--- src/rtl/load_store_unit.sv ---
// load_store_unit: memory-access stage driving a req/ack data bus with lane selects and load extension.
// Optional LSU_MISALIGN_TRAP_EN: trap misaligned H/W accesses instead of aligning them down.
module load_store_unit #(
  parameter int TIMEOUT = 255
) (
  input  logic        clk,
  input  logic        nRst,
  input  logic        mem_read,
  input  logic        mem_write,
  input  logic [2:0]  funct3,
  input  logic [31:0] ALU_result,
  input  logic [31:0] store_data,
  output logic        lsu_busy,
  output logic [31:0] load_data,
  output logic        load_valid,
  output logic        bus_err,
  output logic [31:0] bus_addr,
  output logic [31:0] bus_wdata,
  output logic [3:0]  bus_sel,
  output logic        bus_we,
  output logic        bus_req,
  input  logic        bus_ack,
  input  logic [31:0] bus_rdata
`ifdef LSU_MISALIGN_TRAP_EN
  ,
  output logic        misaligned
`endif
);
  typedef enum logic [1:0] {IDLE, REQ, DONE} state_t;
  state_t state;
  logic [15:0] cnt;
  logic [1:0]  lane_q;
  logic [2:0]  f3_q;
  logic        accept, is_b, is_h, q_b, q_h, mis_n;
  logic [3:0]  sel_n;
  logic [31:0] wdata_n, rb, rh, ext;
  // Request decode: lane selects, replicated store data and alignment check for the incoming access
  always_comb begin
    accept   = (state != REQ) & (mem_read | mem_write);
    lsu_busy = accept | (state == REQ);
    is_b     = funct3[1:0] == 2'b00;
    is_h     = funct3[1:0] == 2'b01;
    sel_n    = is_b ? 4'b0001 << ALU_result[1:0] : is_h ? 4'b0011 << {ALU_result[1], 1'b0} : 4'b1111;
    wdata_n  = is_b ? {4{store_data[7:0]}} : is_h ? {2{store_data[15:0]}} : store_data;
    mis_n    = (is_h & ALU_result[0]) | (~is_b & ~is_h & |ALU_result[1:0]);
  end
  // Load alignment and sign/zero extension from the latched size and byte lane
  always_comb begin
    q_b = f3_q[1:0] == 2'b00;
    q_h = f3_q[1:0] == 2'b01;
    rb  = bus_rdata >> {lane_q, 3'b000};
    rh  = bus_rdata >> {lane_q[1], 4'b0000};
    ext = q_b ? {{24{~f3_q[2] & rb[7]}}, rb[7:0]} :
          q_h ? {{16{~f3_q[2] & rh[15]}}, rh[15:0]} : bus_rdata;
  end
  // IDLE/REQ/DONE sequencer with registered bus outputs and single-cycle result pulses
  always_ff @(posedge clk or negedge nRst) begin
    if (!nRst) begin
      state      <= IDLE;
      cnt        <= '0;
      lane_q     <= '0;
      f3_q       <= '0;
      load_data  <= '0;
      load_valid <= 1'b0;
      bus_err    <= 1'b0;
      bus_addr   <= '0;
      bus_wdata  <= '0;
      bus_sel    <= '0;
      bus_we     <= 1'b0;
      bus_req    <= 1'b0;
`ifdef LSU_MISALIGN_TRAP_EN
      misaligned <= 1'b0;
`endif
    end else begin
      load_valid <= 1'b0;
      bus_err    <= 1'b0;
`ifdef LSU_MISALIGN_TRAP_EN
      misaligned <= 1'b0;
`endif
      if (accept) begin
        lane_q    <= ALU_result[1:0];
        f3_q      <= funct3;
        bus_addr  <= {ALU_result[31:2], 2'b00};
        bus_sel   <= sel_n;
        bus_wdata <= wdata_n;
        bus_we    <= ~mem_read;
        cnt       <= '0;
`ifdef LSU_MISALIGN_TRAP_EN
        if (mis_n) begin
          state      <= DONE;
          misaligned <= 1'b1;
        end else begin
          state   <= REQ;
          bus_req <= 1'b1;
        end
`else
        state   <= REQ;
        bus_req <= 1'b1;
`endif
      end else if (state == REQ) begin
        if (bus_ack) begin
          state   <= DONE;
          bus_req <= 1'b0;
          if (!bus_we) begin
            load_data  <= ext;
            load_valid <= 1'b1;
          end
        end else if (cnt == 16'(TIMEOUT - 1)) begin
          state     <= DONE;
          bus_req   <= 1'b0;
          bus_err   <= 1'b1;
          load_data <= '0;
        end else begin
          cnt <= cnt + 16'd1;
        end
      end else begin
        state <= IDLE;
      end
    end
  end
`ifndef LSU_MISALIGN_TRAP_EN
  logic unused;
  assign unused = mis_n;
`endif
endmodule

--- config.mk ---
export PLATFORM = sky130hd
export DESIGN_NAME = load_store_unit
export DESIGN_NICKNAME = d
export VERILOG_FILES = /design/src/rtl/load_store_unit.sv
export SDC_FILE = /design/constraint.sdc
export NUM_CORES = 1
export LEC_CHECK = 0
export BUFFER_PORTS_ARGS = -buffer_cell sky130_fd_sc_hd__buf_2
export CAP_MARGIN = 20
export CORE_MARGIN = 10
export CORE_UTILIZATION = 30
export CTS_CLUSTER_SIZE = 24
export DETAILED_ROUTE_END_ITERATION = 16
export PLACE_DENSITY = 0.64
export SLEW_MARGIN = 20
export SYNTH_ARGS = -nofsm -noshare
export SYNTH_HDL_FRONTEND = slang
export SYNTH_SLANG_ARGS = --single-unit
export TNS_END_PERCENT = 50
--- constraint.sdc ---
create_clock -name clk -period 2.48 [get_ports clk]
set_input_delay 0.372 -clock clk [delete_from_list [all_inputs] [get_ports clk]]
set_output_delay 0.372 -clock clk [all_outputs]
set_load 0.02 [all_outputs]
# Word-level counts from Yosys, hierarchy flattened
# Index checks and enable logic that the tools add are counted.
dict set report classes {
  n_addsub 1
  eq_ne 9
  n_shift 4
  mux 29
  bitwise 8
  reduce_logical 8
}
# op n
set op_table {}
lappend op_table {{two-way mux 32 bit} 7}
lappend op_table {{two-way mux 16 bit} 4}
lappend op_table {{right shift 32 x 5 -> 16 bit} 1}
lappend op_table {{right shift 32 x 5 -> 8 bit} 1}
lappend op_table {{adder 16 x 1 -> 16 bit (second input constant)} 1}
lappend op_table {{== test 16 x 8 -> 1 bit (second input constant)} 1}
lappend op_table {{two-way mux 1 bit} 12}
lappend op_table {{two-way mux 2 bit} 4}
lappend op_table {{two-way mux 4 bit} 2}
lappend op_table {{== test 2 x 1 -> 1 bit (second input constant)} 3}
lappend op_table {{zero test 2 bit} 2}
lappend op_table {{inequality test 2 x 1 -> 1 bit (second input constant)} 2}
lappend op_table {{inequality test 2 bit (second input constant)} 2}
lappend op_table {{inequality test 4 x 3 -> 1 bit (second input constant)} 1}
lappend op_table {{AND reduction 4 bit} 1}
lappend op_table {{nonzero test 2 bit} 2}
lappend op_table {{left shift 1 x 2 -> 4 bit (first input constant)} 1}
lappend op_table {{left shift 2 x 2 -> 4 bit (first input constant)} 1}
lappend op_table {{bitwise AND 1 bit} 3}
lappend op_table {{inverter 1 bit} 3}
lappend op_table {{AND reduction 3 bit} 1}
lappend op_table {{nonzero test 3 bit} 1}
lappend op_table {{OR 1 bit} 2}
lappend op_table {{AND reduction 2 bit} 1}
dict set report word_totals {
  ff_bits 125
  inputBits 104
  output_inout_bits 105
}

# Logic depth before layout (Yosys ltp)
# Gate-level depths: netlist of the first run.
dict set report logic_depth {
  word_depth 6
  ltp_mapped 10
  depth_no_buf 7
}

# Worst setup path after synthesis of the first run
# OpenSTA, ideal clock, no wires.
dict set report synth_timing {
  path_kind {reg2reg}
  startpoint {register cnt[0]}
  endpoint {register load_data[17]}
  setup_ns 0.130
  arrival_ns 1.931
  path_slack_ns 0.419
  path_stages_with_launch 10
  synth_period_minus_slack_ns 2.061
  cell_sequence {dfrtp_1 -> inv_1 -> ha_1 -> nor4b_1 -> nand3_1 -> o31a_1 -> buf_6 -> clkbuf_1 -> nand2_1 -> o31ai_4}
}
dict set report synth_via {
  elab_chain_cells 3
}
# element line
set synth_lines {}
lappend synth_lines {{from (decl)} 31} ;# logic [15:0] cnt;
lappend synth_lines {{from (signal assigned)} 114} ;# cnt <= cnt + 16'd1;
lappend synth_lines {{== test 16 x 8 -> 1 bit} 108} ;# end else if (cnt == 16'(TIMEOUT - 1)) begin
lappend synth_lines {{nonzero test 2 bit (no line)} n/a}
lappend synth_lines {{AND reduction 4 bit (no line)} n/a}
lappend synth_lines {{to (signal assigned)} 105} ;# load_data <= ext;
lappend synth_lines {{to (decl)} 14} ;# output logic [31:0] load_data,
# No other way between the ends.
# A chain may end at the register's enable or synchronous reset.

# Worst setup path in the final report of the first run
dict set report layout_timing {
  startpoint {register cnt[0]}
  endpoint {register load_data[25]}
}
# Same word-level chain as after synthesis.

==> metrics.csv, run 1 <==
stage,metric,value,unit
yosys,yosysSeqAreaShare,52.0,%
sta,setup-violations-final,0,
worst_setup_path,cp-end-kind,flop,
worst_setup_path,criticalPathCategory,reg -> reg,
pwr,power_density,1340,mW/mm^2
sta,fmax,0.450,GHz
grt,gr-usage-met1,19.2,%
worst_setup_path,worst_ep_arrival_time,2.54,ns
detailed_routing,dr.pass1.iters,4,
sta,hold_viol,0,
clock_tree,cts_tree,done,
finish,regArea,0.00313,sq mm
clock_tree,cts_setup_buffers,0,
yosys,ys_seq_elements,125,
finish,fill_cells,1938,
clock_tree,cts_buffer_depth,2,
grt,grtUsageTotal,14.8,%
grt,grtUsageMet3,8.11,%
finish,multi_input_area,0.00261,sq mm
grt,grt_first_pass_wirelength,31100,microns
finish,synthToLayoutAreaGrowth,32.2,%
outcome,status,"finished, final reports clean",
place,placed_cell_area,0.00732,sq mm
clock_tree,clock-sinks,125,
yosys,synthArstFlopShare,100,%
grt,gr-max-usage-layer,met2,
hold_path,hp-class,in -> reg,
floorplanning,die_w,162,microns
clock_tree,clk_latency,0.42,ns
floorplanning,core.rowCount,51,
clock_tree,cts-htree-levels,4,
place,place.gp.congestion,0.880,
yosys,netlist_area,0.00602,sq mm
sta,fin_skew,0.00897,ns
sta,holdWs,0.136,ns
pwr,ir_drop,0.559,mV
grt,overflow,0,
detailed_routing,wl_per_cell,17.3,microns
worst_setup_path,cp_max_fo,15,
yosys,synth_top_cell_by_area,dfrtp_1,
flow_run,maxCapViolCount,0,
sta,fin_crit_sh,89.6,%
floorplanning,core,0.0196,sq mm
sta,post-route-min-period,2.22,ns
sta,worst_slew_pin_slew,0.658,ns
detailed_routing,drtIter0Drc,292,
floorplanning,top_level_ports,209,
yosys,postSynthCellCount,641,
sta,slew_headroom,56.1,%
grt,grt_pass1_vias,5570,
worst_setup_path,cp_data_required_time,2.80,ns
place,place_ws,0.232,ns
sta,finalWorstSetupSlack,0.257,ns
detailed_routing,wl,19300,microns
floorplanning,dieArea,0.0261,sq mm
detailed_routing,vias,5305,
place,port_buffers,206,
clock_tree,clkTransAtPathRegs,0.07,ns
pwr,cellLeakagePower,4.05,nW
yosys,synthTopCellsByArea,"dfrtp_1, nand2_1, o21ai_0",
grt,antenna_found_initial,3,
finish,layout-drive-gt1-share,32.5,%
finish,nNetsFinal,941,
yosys,syn-mean-instance-area,9.39,sq um
yosys,synthFlopType,dfrtp_1,
yosys,synth_top_area_share,52.0,%
yosys,ys_warn_count,0,
detailed_routing,ant_nets,0,
finish,final_area,0.00796,sq mm
place,detailed_place_hpwl,14200,microns
yosys,synth_cell_types,52,
yosys,synth-edff-count,0,
worst_setup_path,start_kind,flop,
detailed_routing,drc_errors,0,
clock_tree,cts-root-buf,clkbuf_16,
grt,grt_max_degree,91,
sta,drv_slew,0,
floorplanning,die_h,162,microns
grt,met2_usage,20.5,%
floorplanning,initial_core_util,30.7,%
detailed_routing,viasPerCell,4.76,
clock_tree,numCtsBuffers,17,
[registers in the layout, summed over array words and instances, names as in the netlist]
register / count
bus_we: 1
state: 2
lane_q: 2
load_data: 32
bus_sel: 4
bus_err: 1
bus_wdata: 32
bus_req: 1
cnt: 16
bus_addr: 30
load_valid: 1
f3_q: 3
[routing by layer]
layer  up-vias  wire (microns)
met5         -              13
met4         2             230
met3        19            2560
met2       241            7850
met1      2479            8640
li1       2564               -
[what timing repair did]
item / 4_1_cts / 5_1_grt
endpoints found under the setup margin: 0 / 17
hold buffers: 1 / 0
resized for setup: 0 / 2
hold endpoints to repair: 5 / 0
[final timing paths]
kind                                                from                         to  slack (ns)  cells past startpoint
worst max-delay path                  cnt[0]$_DFFE_PN0P_  load_data[25]$_DFFE_PN0P_        0.26                      7
worst min-delay path                      ALU_result[12]   bus_addr[12]$_DFFE_PN0N_        0.14                      3
worst max register to register        cnt[0]$_DFFE_PN0P_  load_data[25]$_DFFE_PN0P_        0.26                      7
worst min register to register  bus_addr[21]$_DFFE_PN0N_   bus_addr[21]$_DFFE_PN0N_        0.47                      2
max in group asynchronous                           nRst        f3_q[2]$_DFFE_PN0N_        1.56                      3
min in group asynchronous                           nRst   load_data[6]$_DFFE_PN0P_        0.32                      2
[critical path, stage by stage (launching register included)]
cell and delay (ns):
dfrtp_1 0.45, inv_1 0.09, ha_1 0.13, nor4b_1 0.23, nand3_1 0.26, o31a_4 0.49, buf_4 0.23, o31ai_2 0.25
[cell usage after synthesis (3+ instances only)]
library cell / number
a21oi_1: 14
a221o_1: 7
a221oi_1: 7
buf_1: 3
buf_2: 4
buf_6: 5
clkbuf_1: 30
dfrtp_1: 125
inv_1: 21
mux2i_1: 25
mux4_2: 7
nand2_1: 196
nand3_1: 9
nor2_1: 29
nor2b_1: 19
nor3_1: 7
o21ai_0: 51
o22ai_1: 16
o31ai_1: 10
o31ai_2: 9
xor2_1: 9
[report_power, final]
part           leakage, nW  switching, W  internal (W)  total [W]
Combinational         2.18       0.00301       0.00153    0.00455
Sequential            1.58      0.000560       0.00290    0.00346
Clock                0.289       0.00103       0.00160    0.00263
Total                 4.05       0.00460       0.00603     0.0106
[cells in the final DEF (no fill, tap or decap), types with 3 or more instances in the layout]
cell,instances
a221oi_1,7
nor2_1,28
o31ai_2,9
nor2b_1,19
a221o_1,7
dfrtp_1,125
inv_1,21
clkbuf_16,17
nor3_1,7
a21oi_1,14
nand2_1,196
buf_12,4
o31ai_1,10
bufinv_16,3
mux2i_1,25
inv_6,5
xor2_1,9
nand3_1,9
o22ai_1,16
mux4_2,7
o21ai_0,50
clkinvlp_4,3
buf_4,10
buf_2,205
[cell type report]
| cell class | count | share of cell area [%] |
|---|---|---|
| Antenna cell | 2 | 0.0629 |
| Clock buffer | 17 | 5.35 |
| Clock inverter | 14 | 2.33 |
| Inverter | 21 | 0.991 |
| Multi-Input combinational cell | 450 | 32.8 |
| Sequential cell | 125 | 39.3 |
| Tap cell | 265 | 4.17 |
| Timing Repair Buffer | 220 | 15.0 |
[kinds of logic (layout without fill, tap and decap cells)]
logic type,count (synthesis),after routing,synth area share (%)
muxes,32,32,6.78
adders and majority gates,2,2,0.416
other,1,4,0.0623
AOI/OAI and AO/OA,126,126,14.4
and+or+nand+nor,278,278,19.7
xor gates and xnor gates,10,10,1.46
buffers and inverters,67,272,5.22
DFF,125,125,52.0
[stage by stage]
stage / std cells / utilization, % / total power [W] / setup TNS, ns
after floorplan: 642 / - / 0.00645 / 0
after global placement: 1080 / 37.4 / 0.00802 / 0
after detailed placement: 1080 / 37.4 / 0.00809 / 0
after CTS: 1112 / 40.5 / 0.0108 / 0
after global routing: 1112 / 40.6 / 0.0114 / -0.0185
final: 1114 / 40.6 / 0.0106 / 0
No activity file was read; power rests on OpenSTA's default activity.
==> run 2: changes to the inputs <==
- ABC_AREA: default -> 1
- PLACE_DENSITY: 0.64 -> 0.63
==> metrics.csv, run 2 <==
stage,metric,value,unit,change
finish,regArea,0.00313,sq mm,unchanged
detailed_routing,wl_per_cell,15.6,microns,was 17.3 microns
finish,largestRegisters,"bus_wdata: 32 flops, load_data: 32 flops, bus_addr: 30 flops",,unchanged
finish,n_antenna_cell,0,,was 2
sta,drv_slew,0,,unchanged
finish,nNetsFinal,1125,,was 941
grt,grtUsageMet3,5.96,%,was 8.11%
yosys,synth_top_cell_by_area,dfrtp_1,,unchanged
pwr,power_density,1270,mW/mm^2,was 1340 mW/mm^2
floorplanning,dieArea,0.0269,sq mm,was 0.0261 sq mm
detailed_routing,viasPerCell,4.69,,was 4.76
hold_path,hp-class,in -> reg,,unchanged
yosys,yosysMostFrequentCell,nand2_1,,unchanged
clock_tree,clk_latency,0.42,ns,about the same
worst_setup_path,cp-end-kind,flop,,unchanged
clock_tree,clock-sinks,125,,unchanged
worst_setup_path,cp_max_fo,16,,was 15
place,placed_cell_area,0.00749,sq mm,was 0.00732 sq mm
yosys,synth-edff-count,0,,unchanged
grt,grtUsageTotal,15.0,%,was 14.8%
floorplanning,initial_core_util,30.6,%,was 30.7%
grt,gr-usage-met1,19.3,%,was 19.2%
sta,hold_viol,0,,unchanged
place,detailed_place_hpwl,15000,microns,"was 14,200 microns"
finish,finish.utilization,39.8,%,was 40.6%
floorplanning,die_h,164,microns,was 162 microns
floorplanning,top_level_ports,209,,unchanged
detailed_routing,vias,6101,,"was 5,305"
clock_tree,numCtsBuffers,17,,unchanged
yosys,synthArstFlopShare,100,%,unchanged
yosys,synth_common_cells,"nand2_1, dfrtp_1, nor2_1, nand3_1, o21ai_0",,"was nand2_1, dfrtp_1, o21ai_0, clkbuf_1, nor2_1"
clock_tree,cts-root-buf,clkbuf_16,,unchanged
sta,slew_headroom,38.5,%,was 56.1%
place,place.gp.congestion,0.876,,was 0.880
worst_setup_path,critPathMaxStageDelay,0.43,ns,was 0.49 ns
clock_tree,cts_buffer_depth,2,,unchanged
clock_tree,cts_tree,done,,unchanged
finish,final_area,0.00808,sq mm,was 0.00796 sq mm
clock_tree,cts-htree-levels,4,,unchanged
detailed_routing,drc_errors,0,,unchanged
grt,antenna_found_initial,0,,was 3
pwr,ir_drop,0.510,mV,was 0.559 mV
sta,fin_skew,0.0137,ns,was 0.00897 ns
worst_setup_path,cp_data_required_time,2.79,ns,was 2.80 ns
worst_setup_path,start_kind,flop,,unchanged
pwr,cellLeakagePower,4.31,nW,was 4.05 nW
floorplanning,core.rowCount,52,,was 51
finish,synthToLayoutAreaGrowth,29.8,%,was 32.2%
finish,final_cell_mix,"nand2_1, buf_2, dfrtp_1, nor2_1, nand3_1",,"was buf_2, nand2_1, dfrtp_1, o21ai_0, nor2_1"
detailed_routing,drtIter0Drc,396,,was 292
floorplanning,core,0.0203,sq mm,was 0.0196 sq mm
yosys,postSynthCellCount,821,,was 641
yosys,synth_cell_types,31,,was 52
grt,grt_pass1_vias,6026,,"was 5,570"
grt,met2_usage,22.8,%,was 20.5%
sta,holdWs,0.144,ns,was 0.136 ns
yosys,syn-mean-instance-area,7.58,sq um,was 9.39 sq um
grt,overflow,0,,unchanged
sta,rsz0062_at_grt,no,,
grt,grt_max_degree,66,,was 91
finish,multi_input_area,0.00266,sq mm,was 0.00261 sq mm
finish,fill_cells,2143,,"was 1,938"
yosys,ys_warn_count,0,,unchanged
yosys,ys_seq_elements,125,,unchanged
worst_setup_path,crit_chain,inv_1 > nand2_1 > inv_1 > nand2_1 > nand2_1 > o21ai_0 > nand3_1 > nand2_1,,was inv_1 > ha_1 > nor4b_1 > nand3_1 > o31a_4 > buf_4 > o31ai_2
yosys,synth_top_area_share,50.3,%,was 52.0%
outcome,status,"finished, final reports clean",,unchanged
clock_tree,cts_setup_buffers,0,,unchanged
yosys,yosysSeqAreaShare,50.3,%,was 52.0%
finish,layout-drive-gt1-share,25.8,%,was 32.5%
detailed_routing,ant_nets,0,,unchanged
yosys,synthFlopType,dfrtp_1,,unchanged
grt,gr-max-usage-layer,met2,,unchanged
grt,grt_first_pass_wirelength,32500,microns,"was 31,100 microns"
sta,fin_crit_sh,80.9,%,was 89.6%
worst_setup_path,slowest_stage,dfrtp_1,,was o31a_4
worst_setup_path,worst_ep_arrival_time,2.31,ns,was 2.54 ns
sta,post-route-min-period,2.01,ns,was 2.22 ns
yosys,synthTopCellsByArea,"dfrtp_1, nand2_1, nand3_1",,"was dfrtp_1, nand2_1, o21ai_0"
detailed_routing,dr.pass1.iters,5,,was 4
sta,setup_tns,0,ns,unchanged
yosys,netlist_area,0.00622,sq mm,was 0.00602 sq mm
detailed_routing,wl,20300,microns,"was 19,300 microns"
clock_tree,clkTransAtPathRegs,0.06,ns,was 0.07 ns
sta,worst_slew_pin_slew,0.922,ns,was 0.658 ns
flow_run,maxCapViolCount,0,,unchanged
worst_setup_path,criticalPathCategory,reg -> reg,,unchanged
worst_setup_path,r2r_slack,0.47,ns,was 0.26 ns
worst_setup_path,timing.critical_path.mode_cell,nand2_1,,
place,port_buffers,206,,unchanged
sta,setup-violations-final,0,,unchanged
pwr,p_total,0.0103,W,was 0.0106 W
sta,fmax,0.499,GHz,was 0.450 GHz
floorplanning,die_w,164,microns,was 162 microns
finish,final_common_cell,nand2_1,,was buf_2
[run 2: layout make-up]
cell class | instances | area share [%]
clock buffer | 18 | 5.31
clock inverter | 14 | 1.81
inverter | 52 | 2.48
multi-input combinational | 603 | 33.0
sequential | 125 | 38.7
tap | 270 | 4.18
timing repair buffer | 220 | 14.5
[run 2: path summary, 6_finish.rpt]
| path | cells past startpoint | from | to |
|---|---|---|---|
| setup / recovery | 8 | f3_q[1]$_DFFE_PN0N_ | load_data[18]$_DFFE_PN0P_ |
| hold / removal | 3 | ALU_result[16] | bus_addr[16]$_DFFE_PN0N_ |
| setup reg to reg | 8 | f3_q[1]$_DFFE_PN0N_ | load_data[18]$_DFFE_PN0P_ |
| hold reg to reg | 2 | bus_addr[23]$_DFFE_PN0N_ | bus_addr[23]$_DFFE_PN0N_ |
| max in group asynchronous | 3 | nRst | bus_addr[28]$_DFFE_PN0N_ |
| min in group asynchronous | 2 | nRst | cnt[6]$_DFFE_PN0P_ |
[run 2: critical path, delay by kind of cell, from the launching register on]
| kind | cells | cell delay (ns) |
|---|---|---|
| flip-flops | 1 | 0.43 |
| AO/OA/AOI/OAI | 1 | 0.15 |
| AND/OR/NAND/NOR | 5 | 0.79 |
| buffers and inverters | 2 | 0.52 |
[run 2: cells by family after synthesis]
kind of cell | synth area share [%]
DFF | 50.3
other | 0.0603
buffers and inverters | 6.96
and+or+nand+nor | 31.4
adders and majority gates | 0.402
xor gates and xnor gates | 0.845
AOI/OAI and AO/OA | 10.0
[run 2: through the flow]
| stage | instances | setup WS (ns) |
|---|---|---|
| global route | 1302 | 0.239 |
| CTS | 1302 | 0.440 |
| finish | 1302 | 0.474 |
| floorplan | 822 | 1.05 |
| detailed placement | 1269 | 0.463 |
| global placement | 1269 | 0.515 |
[run 2: what timing repair did]
item	in CTS	in global routing
hold endpoints to repair	63	0
endpoints found under the setup margin	0	0
hold buffers	1	0
resized for setup	0	0
[run 2: metal layers]
layer	wire length, microns	share of wire [%]
met1	9030	44
met3	1910	9.4
met4	238	1.2
met2	9130	45
met5	0	0
[run 2: report_power, final]
group	switching, W	internal, W	leakage [nW]
sequential	0.000491	0.00286	1.56
clock	0.000960	0.00148	0.276
combinational	0.00312	0.00138	2.47
